File: config.mk
export PLATFORM = sky130hd
export DESIGN_NAME = ntt_stage2_ctrl
export DESIGN_NICKNAME = d
export VERILOG_FILES = /design/src/rtl/ntt_stage2_ctrl.sv
export SDC_FILE = /design/constraint.sdc
export NUM_CORES = 1
export LEC_CHECK = 0
export CAP_MARGIN = 20
export CORE_MARGIN = 8
export CORE_UTILIZATION = 61
export CTS_CLUSTER_DIAMETER = 150
export DETAILED_ROUTE_END_ITERATION = 8
export PLACE_DENSITY = 0.89
export SLEW_MARGIN = 10
export SYNTH_ARGS = -nofsm -noshare
export SYNTH_HDL_FRONTEND = slang
export SYNTH_SLANG_ARGS = --single-unit
File: constraint.sdc
create_clock -name clk -period 9.7 [get_ports clk]
set_clock_uncertainty 0.15 [all_clocks]
set_input_delay 2.91 -clock clk [delete_from_list [all_inputs] [get_ports clk]]
set_output_delay 2.91 -clock clk [all_outputs]
set_load 0.01 [all_outputs]
File: src/rtl/ntt_stage2_ctrl.sv
// Two-layer NTT sequencer: walks the schedule ROM twice (lo then hi descriptors), in-place CT butterflies mod Q.
// Latency 5 cycles rom_addr->write, one butterfly per cycle; no backpressure, the RAM must accept every write.
module ntt_stage2_ctrl #(
    parameter int Q   = 3329,
    parameter int LAT = 5
) (
    input  logic        clk,
    input  logic        rst_n,
    input  logic        start,
    output logic        busy,
    output logic        done,
    output logic [6:0]  rom_addr,
    input  logic [63:0] rom_dout,
    output logic [7:0]  rd_addr_a,
    output logic [7:0]  rd_addr_b,
    input  logic [11:0] rd_data_a,
    input  logic [11:0] rd_data_b,
    output logic        wr_en,
    output logic [7:0]  wr_addr_a,
    output logic [7:0]  wr_addr_b,
    output logic [11:0] wr_data_a,
    output logic [11:0] wr_data_b
);
    localparam int M = (1 << 24) / Q;

    typedef enum logic [1:0] {IDLE, ISSUE, DRAIN, DONE} state_t;

    state_t      state_q;
    logic        pass_q, busy_q, done_q;
    logic [6:0]  rom_addr_q;
    logic [2:0]  drain_q;

    logic        iss_q, hi_q;
    logic        v1_q, v2_q, v3_q, wr_en_q;
    logic [11:0] z1_q, a2_q, a3_q, quo_q;
    logic [7:0]  ia1_q, ib1_q, ia2_q, ib2_q, ia3_q, ib3_q;
    logic [23:0] prod_q, prod3_q;
    logic [7:0]  wr_addr_a_q, wr_addr_b_q;
    logic [11:0] wr_data_a_q, wr_data_b_q;

    logic [11:0] zeta;
    logic [7:0]  idx_a, idx_b;
    logic [23:0] r_full;
    logic [11:0] t, a_new, b_new;
    logic [12:0] sum;
    wire         unused_bits = ^{rom_dout[63:60], rom_dout[31:28]};

    always_ff @(posedge clk or negedge rst_n) begin
        if (!rst_n) begin
            state_q    <= IDLE;
            pass_q     <= 1'b0;
            rom_addr_q <= '0;
            drain_q    <= '0;
            busy_q     <= 1'b0;
            done_q     <= 1'b0;
        end else begin
            case (state_q)
                IDLE: begin
                    done_q <= 1'b0;
                    if (start) begin
                        state_q    <= ISSUE;
                        pass_q     <= 1'b0;
                        rom_addr_q <= '0;
                        busy_q     <= 1'b1;
                    end
                end
                ISSUE: begin
                    if (rom_addr_q == 7'd127) begin
                        state_q <= DRAIN;
                        drain_q <= '0;
                    end else begin
                        rom_addr_q <= rom_addr_q + 7'd1;
                    end
                end
                DRAIN: begin
                    // Exit on the cycle the pass's last write is on the port.
                    if (drain_q == 3'(LAT - 1)) begin
                        if (!pass_q) begin
                            state_q    <= ISSUE;
                            pass_q     <= 1'b1;
                            rom_addr_q <= '0;
                        end else begin
                            state_q <= DONE;
                            done_q  <= 1'b1;
                        end
                    end else begin
                        drain_q <= drain_q + 3'd1;
                    end
                end
                default: begin
                    state_q    <= IDLE;
                    done_q     <= 1'b0;
                    busy_q     <= 1'b0;
                    rom_addr_q <= '0;
                end
            endcase
        end
    end

    always_comb begin
        zeta  = hi_q ? rom_dout[59:48] : rom_dout[27:16];
        idx_a = hi_q ? rom_dout[47:40] : rom_dout[15:8];
        idx_b = hi_q ? rom_dout[39:32] : rom_dout[7:0];
    end

    // Barrett quotient from floor(2^24/Q) undershoots by at most one, so one conditional subtract suffices.
    always_comb begin
        r_full = prod3_q - 24'(quo_q) * 24'(Q);
        t      = (r_full >= 24'(Q)) ? 12'(r_full - 24'(Q)) : 12'(r_full);
        sum    = {1'b0, a3_q} + {1'b0, t};
        a_new  = (sum >= 13'(Q)) ? 12'(sum - 13'(Q)) : 12'(sum);
        b_new  = (a3_q >= t) ? (a3_q - t) : 12'({1'b0, a3_q} + 13'(Q) - {1'b0, t});
    end

    always_ff @(posedge clk or negedge rst_n) begin
        if (!rst_n) begin
            iss_q       <= 1'b0;
            hi_q        <= 1'b0;
            v1_q        <= 1'b0;
            v2_q        <= 1'b0;
            v3_q        <= 1'b0;
            wr_en_q     <= 1'b0;
            z1_q        <= '0;
            ia1_q       <= '0;
            ib1_q       <= '0;
            prod_q      <= '0;
            a2_q        <= '0;
            ia2_q       <= '0;
            ib2_q       <= '0;
            quo_q       <= '0;
            prod3_q     <= '0;
            a3_q        <= '0;
            ia3_q       <= '0;
            ib3_q       <= '0;
            wr_addr_a_q <= '0;
            wr_addr_b_q <= '0;
            wr_data_a_q <= '0;
            wr_data_b_q <= '0;
        end else begin
            iss_q   <= (state_q == ISSUE);
            hi_q    <= pass_q;
            v1_q    <= iss_q;
            z1_q    <= zeta;
            ia1_q   <= idx_a;
            ib1_q   <= idx_b;
            v2_q    <= v1_q;
            prod_q  <= 24'(z1_q) * 24'(rd_data_b);
            a2_q    <= rd_data_a;
            ia2_q   <= ia1_q;
            ib2_q   <= ib1_q;
            v3_q    <= v2_q;
            quo_q   <= 12'((37'(prod_q) * 37'(M)) >> 24);
            prod3_q <= prod_q;
            a3_q    <= a2_q;
            ia3_q   <= ia2_q;
            ib3_q   <= ib2_q;
            wr_en_q <= v3_q;
            if (v3_q) begin
                wr_addr_a_q <= ia3_q;
                wr_addr_b_q <= ib3_q;
                wr_data_a_q <= a_new;
                wr_data_b_q <= b_new;
            end
        end
    end

    assign busy      = busy_q;
    assign done      = done_q;
    assign rom_addr  = rom_addr_q;
    assign rd_addr_a = iss_q ? idx_a : 8'd0;
    assign rd_addr_b = iss_q ? idx_b : 8'd0;
    assign wr_en     = wr_en_q;
    assign wr_addr_a = wr_addr_a_q;
    assign wr_addr_b = wr_addr_b_q;
    assign wr_data_a = wr_data_a_q;
    assign wr_data_b = wr_data_b_q;
endmodule

==> impl_metrics.py <==
metrics = {
    "run_status": {
        "status": "complete, no violations",
    },
    "worst_setup_path": {
        "arrival_ps": 9510,
        "r2r_cells": 34,
        "worstPathRequired_ps": 9960,
        "end_kind": "flip-flop",
        "crit_path_max_incr_delay_ps": 680,
        "reg2reg_slack_ps": 450,
        "r2r-start": "quo_q[1]$_DFF_PN0_",
        "startpoint_type": "flip-flop",
        "slowest_stage": "or4_4",
        "cp_max_fo": 8,
        "crit_path_frequent_cell": "inv_1",
        "timing.rr.end": "wr_data_a[6]$_DFFE_PN0P_",
        "crit_type": "reg2reg",
    },
    "route": {
        "num_vias": 15700,
        "viasPerCell": 5.70,
        "dr.first_iter.drc_count": 797,
        "drcViolationCount": 0,
        "antenna_left": 0,
        "drt_pass1_iterations": 5,
        "postRouteWirelength_um": 49300,
        "avgRoutedWirePerCell_um": 17.9,
    },
    "final_layout": {
        "finalNonFillerCells": 2753,
        "nets": 2941,
        "layout_commonest_cell": "inv_1",
        "final_cell_mix": "inv_1, ha_1, fa_1",
        "fin_util_pct": 69.3,
        "fill_cells": 2418,
        "area_growth_pct": 13.0,
        "num_antenna_cells": 0,
        "layout-drive-gt1-share_pct": 5.80,
    },
    "yosys": {
        "ys_types": 75,
        "synth_top_area_share_pct": 24.4,
        "ys.flop_type": "dfrtp_1",
        "syn_nets": 2807,
        "synth_largest_area_cell": "fa_1",
        "synth-seq-cells": 205,
        "synthArstFlopShare_pct": 100,
        "synth.avg_cell_area_um2": 10.1,
        "synth-edff-count": 0,
        "synthTopCellsByArea": "fa_1, dfrtp_1, ha_1",
        "netlist_area_um2": 21700,
        "ys_seq_area_share_pct": 23.7,
        "yosysWarnings": 0,
        "netlist_instances": 2141,
    },
    "floorplanning": {
        "die_x_um": 204,
        "start_util_pct": 61.3,
        "core_area_um2": 35300,
        "die-area_um2": 41800,
        "io_pins": 157,
        "num_rows": 69,
        "fp.dieH_um": 204,
    },
    "timing": {
        "rsz0062_at_grt": "yes",
        "tightestPinTransition_ps": 955,
        "setup_viol": 0,
        "post-route-min-period_ps": 9250,
        "max_slew_margin_pct": 34.7,
        "setup_tns_ps": 0,
        "fmax_mhz": 108,
        "fin_crit_sh_pct": 95.3,
        "slew_viol_final": 0,
        "finalHoldViolations": 0,
    },
    "clock_network": {
        "clk_pin_slew_ps": 60,
        "cts_tree": "built",
        "cts_root_buffer": "clkbuf_16",
        "clockBufferDepth": 3,
        "clkLatencyLatePin_ps": 580,
        "cts_made_buffers": 25,
        "htreeDepth": 1,
        "postCtsHoldBufs": 0,
        "clock-sinks": 205,
    },
    "placement": {
        "globalplace.congestion": 0.873,
        "port_buffers": 148,
        "dpl.cell_count": 2709,
        "dp_hpwl_um": 39200,
    },
    "global_route": {
        "grt_usage_pct": 23.9,
        "antenna_found_initial": 0,
        "grt_pass1_wl_um": 82200,
        "grt_max_degree": 100,
        "grt.overflow.total": 0,
        "grt_pass1_vias": 17200,
    },
    "min_path": {
        "hold_path_depth": 0,
        "worstHoldPathType": "reg2reg",
        "holdCritStartpoint": "a2_q[2]$_DFF_PN0_",
        "whs_endpoint": "a3_q[2]$_DFF_PN0_",
    },
    "flow_run": {
        "maxCapViolCount": 0,
    },
}
routing by layer:
| metal | GRT usage (%) | vias up | share of wire, % |
|---|---|---|---|
| li1 | - | 7138 | - |
| met4 | 9.33 | 0 | 3.8 |
| met3 | 3.06 | 129 | 5.1 |
| met2 | 44.3 | 574 | 53 |
| met1 | 27.7 | 7841 | 38 |
| met5 | 0 | - | 0 |
cells in the mapped netlist, drive strengths merged, types with 3 or more instances:
master   count
a41oi        4
ha         311
mux2        52
nor3b       10
o2111ai      5
dfrtp      205
xor2        32
nand2b       5
a31oi       11
and2        68
o31ai        6
a41o         3
o41ai        3
a22oi        4
mux2i        4
a21oi       81
o21a        12
o211ai       9
nor3        34
nand4       12
a211oi      11
nand3       24
nor2b       18
and3         9
and4         3
a211o        3
a2111oi      8
a21boi       6
inv        441
nor4b        3
fa         264
or3          8
a22o         5
a21o        19
o21ai       38
nand3b       4
nand2      170
nor4         3
xnor2       68
clkbuf      45
buf          5
nor2        76
o21bai       7
state kept, by name, summed over array words and instances, names as in the netlist, 8 cells and up:
register and flops:
a2_q 12, a3_q 12, ia1_q 8, ia2_q 8, ia3_q 8, ib1_q 8
ib2_q 8, ib3_q 8, prod3_q 24, prod_q 24, quo_q 12, wr_addr_a 8
wr_addr_b 8, wr_data_a 12, wr_data_b 12, z1_q 12
critical path: cells and delay by family (launching register included):
family	cells	cell delay, ps
adders and majority gates	8	3210
AOI/OAI and AO/OA	9	2370
and+or+nand+nor	7	1680
buffers and inverters	7	550
xor gates and xnor gates	2	450
DFF	1	440
muxes	1	250
per-stage QoR:
step	area, um2	hold WS (ps)	worst slack, ps
after detailed placement	23600	185	215
after global routing	24500	197	18.8
after global placement	23600	181	461
after floorplan	21700	181	1200
after CTS	24400	191	72.8
final	24500	194	452
how the worst max path moves through the flow:
stage          cells past startpoint               start                        to
6_report                          34  quo_q[1]$_DFF_PN0_  wr_data_a[6]$_DFFE_PN0P_
5_1_grt                           34  quo_q[1]$_DFF_PN0_  wr_data_a[1]$_DFFE_PN0P_
4_1_cts                           34  quo_q[1]$_DFF_PN0_  wr_data_a[4]$_DFFE_PN0P_
3_5_place_dp                      34  quo_q[1]$_DFF_PN0_  wr_data_a[4]$_DFFE_PN0P_
3_3_place_gp                      34  quo_q[1]$_DFF_PN0_  wr_data_a[4]$_DFFE_PN0P_
2_1_floorplan                     36  quo_q[1]$_DFF_PN0_  wr_data_a[8]$_DFFE_PN0P_
area by class of cell:
type,instances,area [um2],share of cell area (%)
inverter,441,1660,6.76
clock inverter,14,184,0.751
multi-input combinational,1445,14700,60.1
clock buffer,30,664,2.71
sequential,205,5130,21.0
tap,461,577,2.36
timing repair buffer,157,1550,6.34
repair_timing:
action / in CTS / in global routing
setup buffers: 0 / 0
gates resized for setup: 0 / 8
setup endpoints to repair: 0 / 22
cell families after synthesis:
family,count (synthesis),synth area share [%]
buffers and inverters,491,8.57
AO/OA/AOI/OAI,257,7.92
flip-flops,205,23.7
multiplexers,56,2.89
XOR/XNOR,100,4.15
adder cells (fa/ha/maj),575,42.4
AND/OR/NAND/NOR,457,10.4
Power is not shown: default switching activity piles up to over one toggle a cycle in this logic, so the estimate is an artifact.
